**src/rtl/ps2_pkg.sv**
```systemverilog
// Shared PS/2 constants and state encodings for the keycode receiver
// and the character-movement block.
package ps2_pkg;

    localparam logic [7:0] KEY_UP     = 8'h75;
    localparam logic [7:0] KEY_DOWN   = 8'h72;
    localparam logic [7:0] KEY_LEFT   = 8'h6B;
    localparam logic [7:0] KEY_RIGHT  = 8'h74;
    localparam logic [7:0] PREFIX_EXT = 8'hE0;
    localparam logic [7:0] PREFIX_BRK = 8'hF0;

    typedef enum logic [1:0] {
        F_IDLE,
        F_DATA,
        F_PARITY,
        F_STOP
    } frame_state_t;

    typedef enum logic [1:0] {
        P_NORM,
        P_EXT,
        P_BRK,
        P_EXT_BRK
    } prefix_state_t;

endpackage

```
**src/rtl/ps2_frame_rx.sv**
```systemverilog
// PS/2 frame receiver: synchronizer, falling-edge detect, 11-bit frame capture, timeout.
// Parity is enforced only when PS2_PARITY_CHECK_EN is defined.
//
// state    | meaning
// F_IDLE   | waiting for a start bit (data 0 on a clock edge)
// F_DATA   | shifting in D0..D7, LSB first
// F_PARITY | parity bit edge
// F_STOP   | stop bit edge, byte accepted or discarded
module ps2_frame_rx
    import ps2_pkg::*;
#(
    parameter int SYNC_STAGES    = 2,
    parameter int TIMEOUT_CYCLES = 50000
) (
    input  logic       clk,
    input  logic       rst_n,
    input  logic       ps2_clk,
    input  logic       ps2_data,
    output logic       byte_strobe,
    output logic [7:0] rx_byte,
    output logic       frame_err
);

    localparam int CNT_W = $clog2(TIMEOUT_CYCLES + 1);

    logic [SYNC_STAGES-1:0] clk_sync;
    logic [SYNC_STAGES-1:0] data_sync;
    logic                   clk_prev;
    logic                   clk_s;
    logic                   data_s;
    logic                   fall;
    frame_state_t           state;
    logic [2:0]             bit_cnt;
    logic [7:0]             shift;
    logic [CNT_W-1:0]       to_cnt;
    logic                   byte_ok;
`ifdef PS2_PARITY_CHECK_EN
    logic                   parity_bit;
`endif

    assign clk_s  = clk_sync[SYNC_STAGES-1];
    assign data_s = data_sync[SYNC_STAGES-1];
    assign fall   = clk_prev & ~clk_s;

    // Evaluated on the stop-bit edge, so data_s is the stop bit itself.
`ifdef PS2_PARITY_CHECK_EN
    assign byte_ok = data_s & (^{shift, parity_bit});
`else
    assign byte_ok = data_s;
`endif

    always_ff @(posedge clk or negedge rst_n) begin
        if (!rst_n) begin
            clk_sync    <= '0;
            data_sync   <= '0;
            clk_prev    <= 1'b0;
            state       <= F_IDLE;
            bit_cnt     <= 3'd0;
            shift       <= 8'h00;
            to_cnt      <= '0;
            byte_strobe <= 1'b0;
            rx_byte     <= 8'h00;
            frame_err   <= 1'b0;
`ifdef PS2_PARITY_CHECK_EN
            parity_bit  <= 1'b0;
`endif
        end else begin
            clk_sync    <= {clk_sync[SYNC_STAGES-2:0], ps2_clk};
            data_sync   <= {data_sync[SYNC_STAGES-2:0], ps2_data};
            clk_prev    <= clk_s;
            byte_strobe <= 1'b0;
            frame_err   <= 1'b0;

            if (fall) begin
                to_cnt <= '0;
                case (state)
                    F_IDLE: begin
                        if (!data_s) begin
                            state   <= F_DATA;
                            bit_cnt <= 3'd0;
                        end
                    end
                    F_DATA: begin
                        shift <= {data_s, shift[7:1]};
                        if (bit_cnt == 3'd7) state <= F_PARITY;
                        else bit_cnt <= bit_cnt + 3'd1;
                    end
                    F_PARITY: begin
`ifdef PS2_PARITY_CHECK_EN
                        parity_bit <= data_s;
`endif
                        state <= F_STOP;
                    end
                    default: begin
                        if (byte_ok) begin
                            byte_strobe <= 1'b1;
                            rx_byte     <= shift;
                        end else begin
                            frame_err   <= 1'b1;
                        end
                        state <= F_IDLE;
                    end
                endcase
            end else if (state == F_IDLE) begin
                to_cnt <= '0;
            end else if (to_cnt == CNT_W'(TIMEOUT_CYCLES)) begin
                to_cnt    <= '0;
                state     <= F_IDLE;
                frame_err <= 1'b1;
            end else begin
                to_cnt <= to_cnt + 1'b1;
            end
        end
    end

endmodule

```
**src/rtl/ps2_keycode_rx.sv**
```systemverilog
// PS/2 keycode receiver top: E0/F0 prefix decode and the held-keycode register.
// Optional parity enforcement in ps2_frame_rx is selected by PS2_PARITY_CHECK_EN.
//
// state     | meaning
// P_NORM    | no prefix seen
// P_EXT     | E0 seen
// P_BRK     | F0 seen
// P_EXT_BRK | E0 F0 seen
module ps2_keycode_rx
    import ps2_pkg::*;
#(
    parameter int SYNC_STAGES    = 2,
    parameter int TIMEOUT_CYCLES = 50000
) (
    input  logic       clk,
    input  logic       rst_n,
    input  logic       ps2_clk,
    input  logic       ps2_data,
    output logic [7:0] keycode,
    output logic       ext_key,
    output logic       byte_strobe,
    output logic [7:0] rx_byte,
    output logic       frame_err
);

    prefix_state_t pstate;

    ps2_frame_rx #(
        .SYNC_STAGES   (SYNC_STAGES),
        .TIMEOUT_CYCLES(TIMEOUT_CYCLES)
    ) u_frame (
        .clk        (clk),
        .rst_n      (rst_n),
        .ps2_clk    (ps2_clk),
        .ps2_data   (ps2_data),
        .byte_strobe(byte_strobe),
        .rx_byte    (rx_byte),
        .frame_err  (frame_err)
    );

    always_ff @(posedge clk or negedge rst_n) begin
        if (!rst_n) begin
            pstate  <= P_NORM;
            keycode <= 8'h00;
            ext_key <= 1'b0;
        end else if (frame_err) begin
            pstate <= P_NORM;
        end else if (byte_strobe) begin
            case (pstate)
                P_NORM: begin
                    if (rx_byte == PREFIX_EXT) pstate <= P_EXT;
                    else if (rx_byte == PREFIX_BRK) pstate <= P_BRK;
                    else begin
                        keycode <= rx_byte;
                        ext_key <= 1'b0;
                    end
                end
                P_EXT: begin
                    if (rx_byte == PREFIX_BRK) pstate <= P_EXT_BRK;
                    else begin
                        keycode <= rx_byte;
                        ext_key <= 1'b1;
                        pstate  <= P_NORM;
                    end
                end
                P_BRK: begin
                    // Only the held key can be released; others are ignored.
                    if (rx_byte == keycode && !ext_key) begin
                        keycode <= 8'h00;
                        ext_key <= 1'b0;
                    end
                    pstate <= P_NORM;
                end
                default: begin
                    if (rx_byte == keycode && ext_key) begin
                        keycode <= 8'h00;
                        ext_key <= 1'b0;
                    end
                    pstate <= P_NORM;
                end
            endcase
        end
    end

endmodule

```
**config.mk**
```make
export PLATFORM = sky130hd
export DESIGN_NAME = ps2_keycode_rx
export DESIGN_NICKNAME = d
export VERILOG_FILES = /design/src/rtl/ps2_pkg.sv /design/src/rtl/ps2_frame_rx.sv /design/src/rtl/ps2_keycode_rx.sv
export SDC_FILE = /design/constraint.sdc
export NUM_CORES = 1
export LEC_CHECK = 0
export ABC_AREA = 1
export BUFFER_PORTS_ARGS = -buffer_cell sky130_fd_sc_hd__buf_2
export CORE_UTILIZATION = 45
export DETAILED_ROUTE_END_ITERATION = 8
export GPL_TIMING_DRIVEN = 0
export PLACE_DENSITY = 0.67
export RECOVER_POWER = 100
export SYNTH_ARGS = -nofsm -noshare
export SYNTH_HDL_FRONTEND = slang
export SYNTH_SLANG_ARGS = --single-unit
```
**constraint.sdc**
```tcl
create_clock -name clk -period 3.85 [get_ports clk]
set_input_delay 0.9625 -clock clk [delete_from_list [all_inputs] [get_ports clk]]
set_output_delay 0.9625 -clock clk [all_outputs]
set_load 0.1 [all_outputs]
```
; Yosys cells after proc, flatten, opt, wreduce, memory -nomap -nowiden
; Index checks and enable logic that the tools add are counted.
[op_classes]
add_sub_neg = 2
n_eq_ne = 18
n_mux = 37
bitwise = 4
n_reduce_logical = 17
[op_table]
columns = op, count
row1 = 16-bit two-way mux, 3
row2 = 8-bit two-way mux, 4
row3 = 8-bit case mux with 3 select lines, 1
row4 = 2-bit two-way mux, 10
row5 = "16-bit by 1-bit adder with 16-bit output, second input constant", 1
row6 = "16-bit equality test, second input constant", 1
row7 = "8-bit equality test, second input constant", 2
row8 = 1-bit two-way mux, 13
row9 = "2-bit inequality test, second input constant", 6
row10 = 8-bit equality test, 1
row11 = 4-bit AND reduction, 2
row12 = 7-bit AND reduction, 1
row13 = 3-bit two-way mux, 2
row14 = 2-bit case mux with 3 select lines, 1
row15 = 3-bit case mux with 2 select lines, 1
row16 = 2-bit nonzero test, 3
row17 = 5-bit AND reduction, 1
row18 = "2-bit by 1-bit equality test with 1-bit output, second input constant", 2
row19 = "2-bit equality test, second input constant", 2
row20 = 2-bit zero test, 2
row21 = "4-bit by 3-bit inequality test with 1-bit output, second input constant", 1
row22 = 2-bit case mux with 2 select lines, 1
row23 = 2-bit AND reduction, 2
row24 = 4-bit nonzero test, 1
row25 = other kinds (11), 14
[word_totals]
reg_bits = 55
in_bits = 4
elab_cells = 91

; Longest topological paths before layout
[logic_depth]
ltp_word = 6
mapped_depth = 9

; By module
; A second synthesis with hierarchy kept.
[unflattened]
cells_unflattened = 364
area_unflattened_um2 = 2855.2
[by_module_without_submodules]
columns = mod, instances, cells_each, area_per_inst_um2, seq_area_each_um2
row1 = ps2_frame_rx, 1, 255, 2134.5, 1101.1
row2 = ps2_keycode_rx, 1, 109, 720.7, 275.3

; Worst setup path before layout
; Ideal clock, no wire load.
[synth_path]
path_kind = register to output
startpoint = register u_frame.rx_byte[4]
endpoint = output rx_byte[4]
arrival_ps = 996
required_time_ps = 2888
slack_ps = 1892
path_stages_with_launch = 1
n_path_buf = 0
cell_sequence = dfrtp_1
[synth_lines]
columns = item, line
row1 = from (decl), ps2_frame_rx.sv:20  ; output logic [7:0] rx_byte,
row2 = from (signal assigned), ps2_frame_rx.sv:97  ; rx_byte <= shift;
row3 = to (decl), ps2_keycode_rx.sv:22  ; output logic [7:0] rx_byte,
; No word-level cell between the ends.

; Worst setup path after layout
[layout_path]
startpoint = register u_frame.rx_byte[4]
endpoint = output rx_byte[4]
; No word-level cell between the ends.

==> results.cfg <==
[floorplanning]
start_util = 0.469
io_pins = 23
die_h_um = 80.8
die_w_um = 80.8
fp.dieArea_mm2 = 0.00652
floorplan.rows = 28
coreArea_mm2 = 0.00596

[critical_path]
worstPathArrival_ps = 1720
crit_type = reg2out
cp_top_family = buffers and inverters
critPathMaxFanout = 7
required_ps = 2890
crit_path_start_kind = flop
critical_path.max_stage_delay_ps = 890
cp_slowest_cell = clkbuf_1
crit_buf_inv = 1
crit_path_cell_trace = clkbuf_1
critPathCaptureType = output port

[clocking]
clk_latency_ps = 310
hold_buffers = 0
cts_tree = done
numClockSinks = 55
post_cts_buffers = 0
post_cts_resize_count = 0
cts-root-buf = clkbuf_8
htree_levels = 2
numCtsBuffers = 5
clockBufferDepth = 2
clk_pin_slew_worst_paths_ps = 100

[logic_synthesis]
synth.net_count = 348
synth-seq-area-share = 0.493
ys_top_cells_by_area = dfrtp_1 (49%), nand2_1 (12%), inv_1 (5.6%), nand3_1 (4.1%), nor2_1 (3.8%)
ys_ff_latch = 55
synth_area_mm2 = 0.00279
ys_warn_count = 0
synthCells = 336
netlist.area_leader.share = 0.493
ys_types = 33
synth_top_area_cell = dfrtp_1
synth_area_per_cell_um2 = 8.31

[route]
avgViaCountPerCell = 4.92
postRouteWirelength_um = 4990
drc = 0
drt_iter0_markers = 132
ant_nets = 0
wl_per_cell_um = 11.3
num_vias = 2171
drtPass1Iterations = 4

[pwr]
vdd_drop_max_v = 0.000197
switchingPower_mw = 0.352
p_comb_frac = 0.172
swShare = 0.302
clkPwrFrac = 0.263
powerDensity_mw_per_mm2 = 389
p_int_mw = 0.814
p_leak_nw = 1.36
p_seq_frac = 0.565

[placement]
place_area_mm2 = 0.00300
dp_slack_ps = 1760
gp_congestion = 0.833
hpwl_um = 3620
io_buffer_count = 22
dp.cells = 433

[global_routing]
grtUsageTotal = 0.170
first_global_vias = 1972
grt-ovfl-total = 0
antenna_found_initial = 0
grt_pass1_wl_um = 8620
grt_max_degree = 56

[sta]
hold_viol_final = 0
post-route-min-period_ps = 2680
finalSetupViolations = 0
holdWs_ps = 356
finClkSkew_ps = 13.8
relSlewSlack = 0.109
setup_ws_ps = 1170
drv_slew = 0
tightest_slew_ps = 1340
rsz0062_at_grt = no
min_period_over_period = 0.696
clock.fmax_ghz = 0.373
setup-tns-final_ps = 0

[final_layout]
final_layout_size_suffix_gt1_frac = 0.0902
fillCellCount = 609
syn_to_final_growth_pct = 7.35
final_cell_count_no_fill = 441
fin_area_mm2 = 0.00300
n_antenna_cell = 0
nets = 377

[hold_path]
holdCritPathClass = reg2reg

[run_status]
status = finished, final reports clean

[run]
max-cap-violations = 0
==> metrics by stage <==
step,power (mW),util
floorplan,0.828,-
global placement,0.879,0.503
detailed placement,0.888,0.503
CTS,1.20,0.517
global route,1.25,0.503
finish,1.17,0.503
==> kinds of logic after synthesis <==
| family | count (synthesis) | synth area share |
|---|---|---|
| DFF | 55 | 0.493 |
| buffers and inverters | 54 | 0.0730 |
| adders and majority gates | 8 | 0.0358 |
| xor gates and xnor gates | 4 | 0.0125 |
| AOI/OAI and AO/OA | 39 | 0.0811 |
| and+or+nand+nor | 176 | 0.305 |
==> power by group through the flow <==
stage | clock network [mW] | logic [mW] | registers, mW
2_1_floorplan | 0 | 0.153 | 0.675
3_3_place_gp | 0 | 0.210 | 0.670
3_5_place_dp | 0 | 0.217 | 0.671
4_1_cts | 0.320 | 0.218 | 0.659
5_1_grt | 0.346 | 0.234 | 0.667
6_report | 0.307 | 0.200 | 0.659
==> worst register-to-register path, delay by kind of cell (launching register included) <==
kind / cells / cell delay (ps)
flops: 1 / 430
simple gates: 8 / 1410
buf+inv: 1 / 100
==> sequential cells by signal (all words and copies together) (netlist names), 2 cells and up <==
| register | count |
|---|---|
| u_frame.rx_byte | 8 |
| u_frame.to_cnt | 16 |
| keycode | 8 |
| pstate | 2 |
| u_frame.data_sync | 2 |
| u_frame.shift | 8 |
| u_frame.bit_cnt | 3 |
| u_frame.state | 2 |
| u_frame.clk_sync | 2 |
==> cell usage in the layout (no fill, tap or decap), drive strengths merged, types with 8 or more instances in the layout <==
cell type  count
a21oi          8
nand3         27
clkbuf        30
nor3          13
o21ai         25
ha             8
dfrtp         55
nand2         95
nor2          34
inv           50
==> cells in the mapped netlist, drive strengths merged <==
cell type and instances:
a211oi 2, a21oi 8, inv 50, clkbuf 2, xnor2 4, o21ai 25, nor3b 2, buf 1
nor3 13, ha 8, o21a 3, o21bai 1, dfrtp 55, nor2 34, nand4 4, nand3 27
clkinv 1, nand3b 1, nand2 95
==> final timing paths <==
path | start | endpoint | slack, ps | cells after the start
worst max-delay path | u_frame.rx_byte[4] | rx_byte[4] | 1170 | 1
max in group asynchronous | rst_n | u_frame.shift[7] | 2100 | 1
min in group asynchronous | rst_n | u_frame.to_cnt[13] | 940 | 1
worst min-delay path | u_frame.clk_sync[0] | u_frame.clk_sync[1] | 360 | 0
worst max register to register | u_frame.rx_byte[1] | keycode[0] | 1820 | 9
worst min register to register | u_frame.clk_sync[0] | u_frame.clk_sync[1] | 360 | 0
==> layout make-up <==
type / count / area [µm²] / share of cell area
Buffer: 3 / 11.3 / 0.00376
Clock buffer: 7 / 76.3 / 0.0255
Multi-Input combinational cell: 227 / 1160 / 0.386
Tap cell: 75 / 93.8 / 0.0313
Clock inverter: 1 / 5.00 / 0.00167
Timing Repair Buffer: 22 / 86.3 / 0.0288
Sequential cell: 55 / 1380 / 0.459
Inverter: 51 / 191 / 0.0639
==> routing by layer <==
layer  vias to the layer above  global-route usage  wire (µm)
li1                       1119                   -          -
met1                      1015               0.218       2420
met2                        30               0.286       2350
met3                         7              0.0416        169
met4                         0              0.0518         55
met5                         -                   0          0
Note: power is estimated with default switching activity, not from simulation.
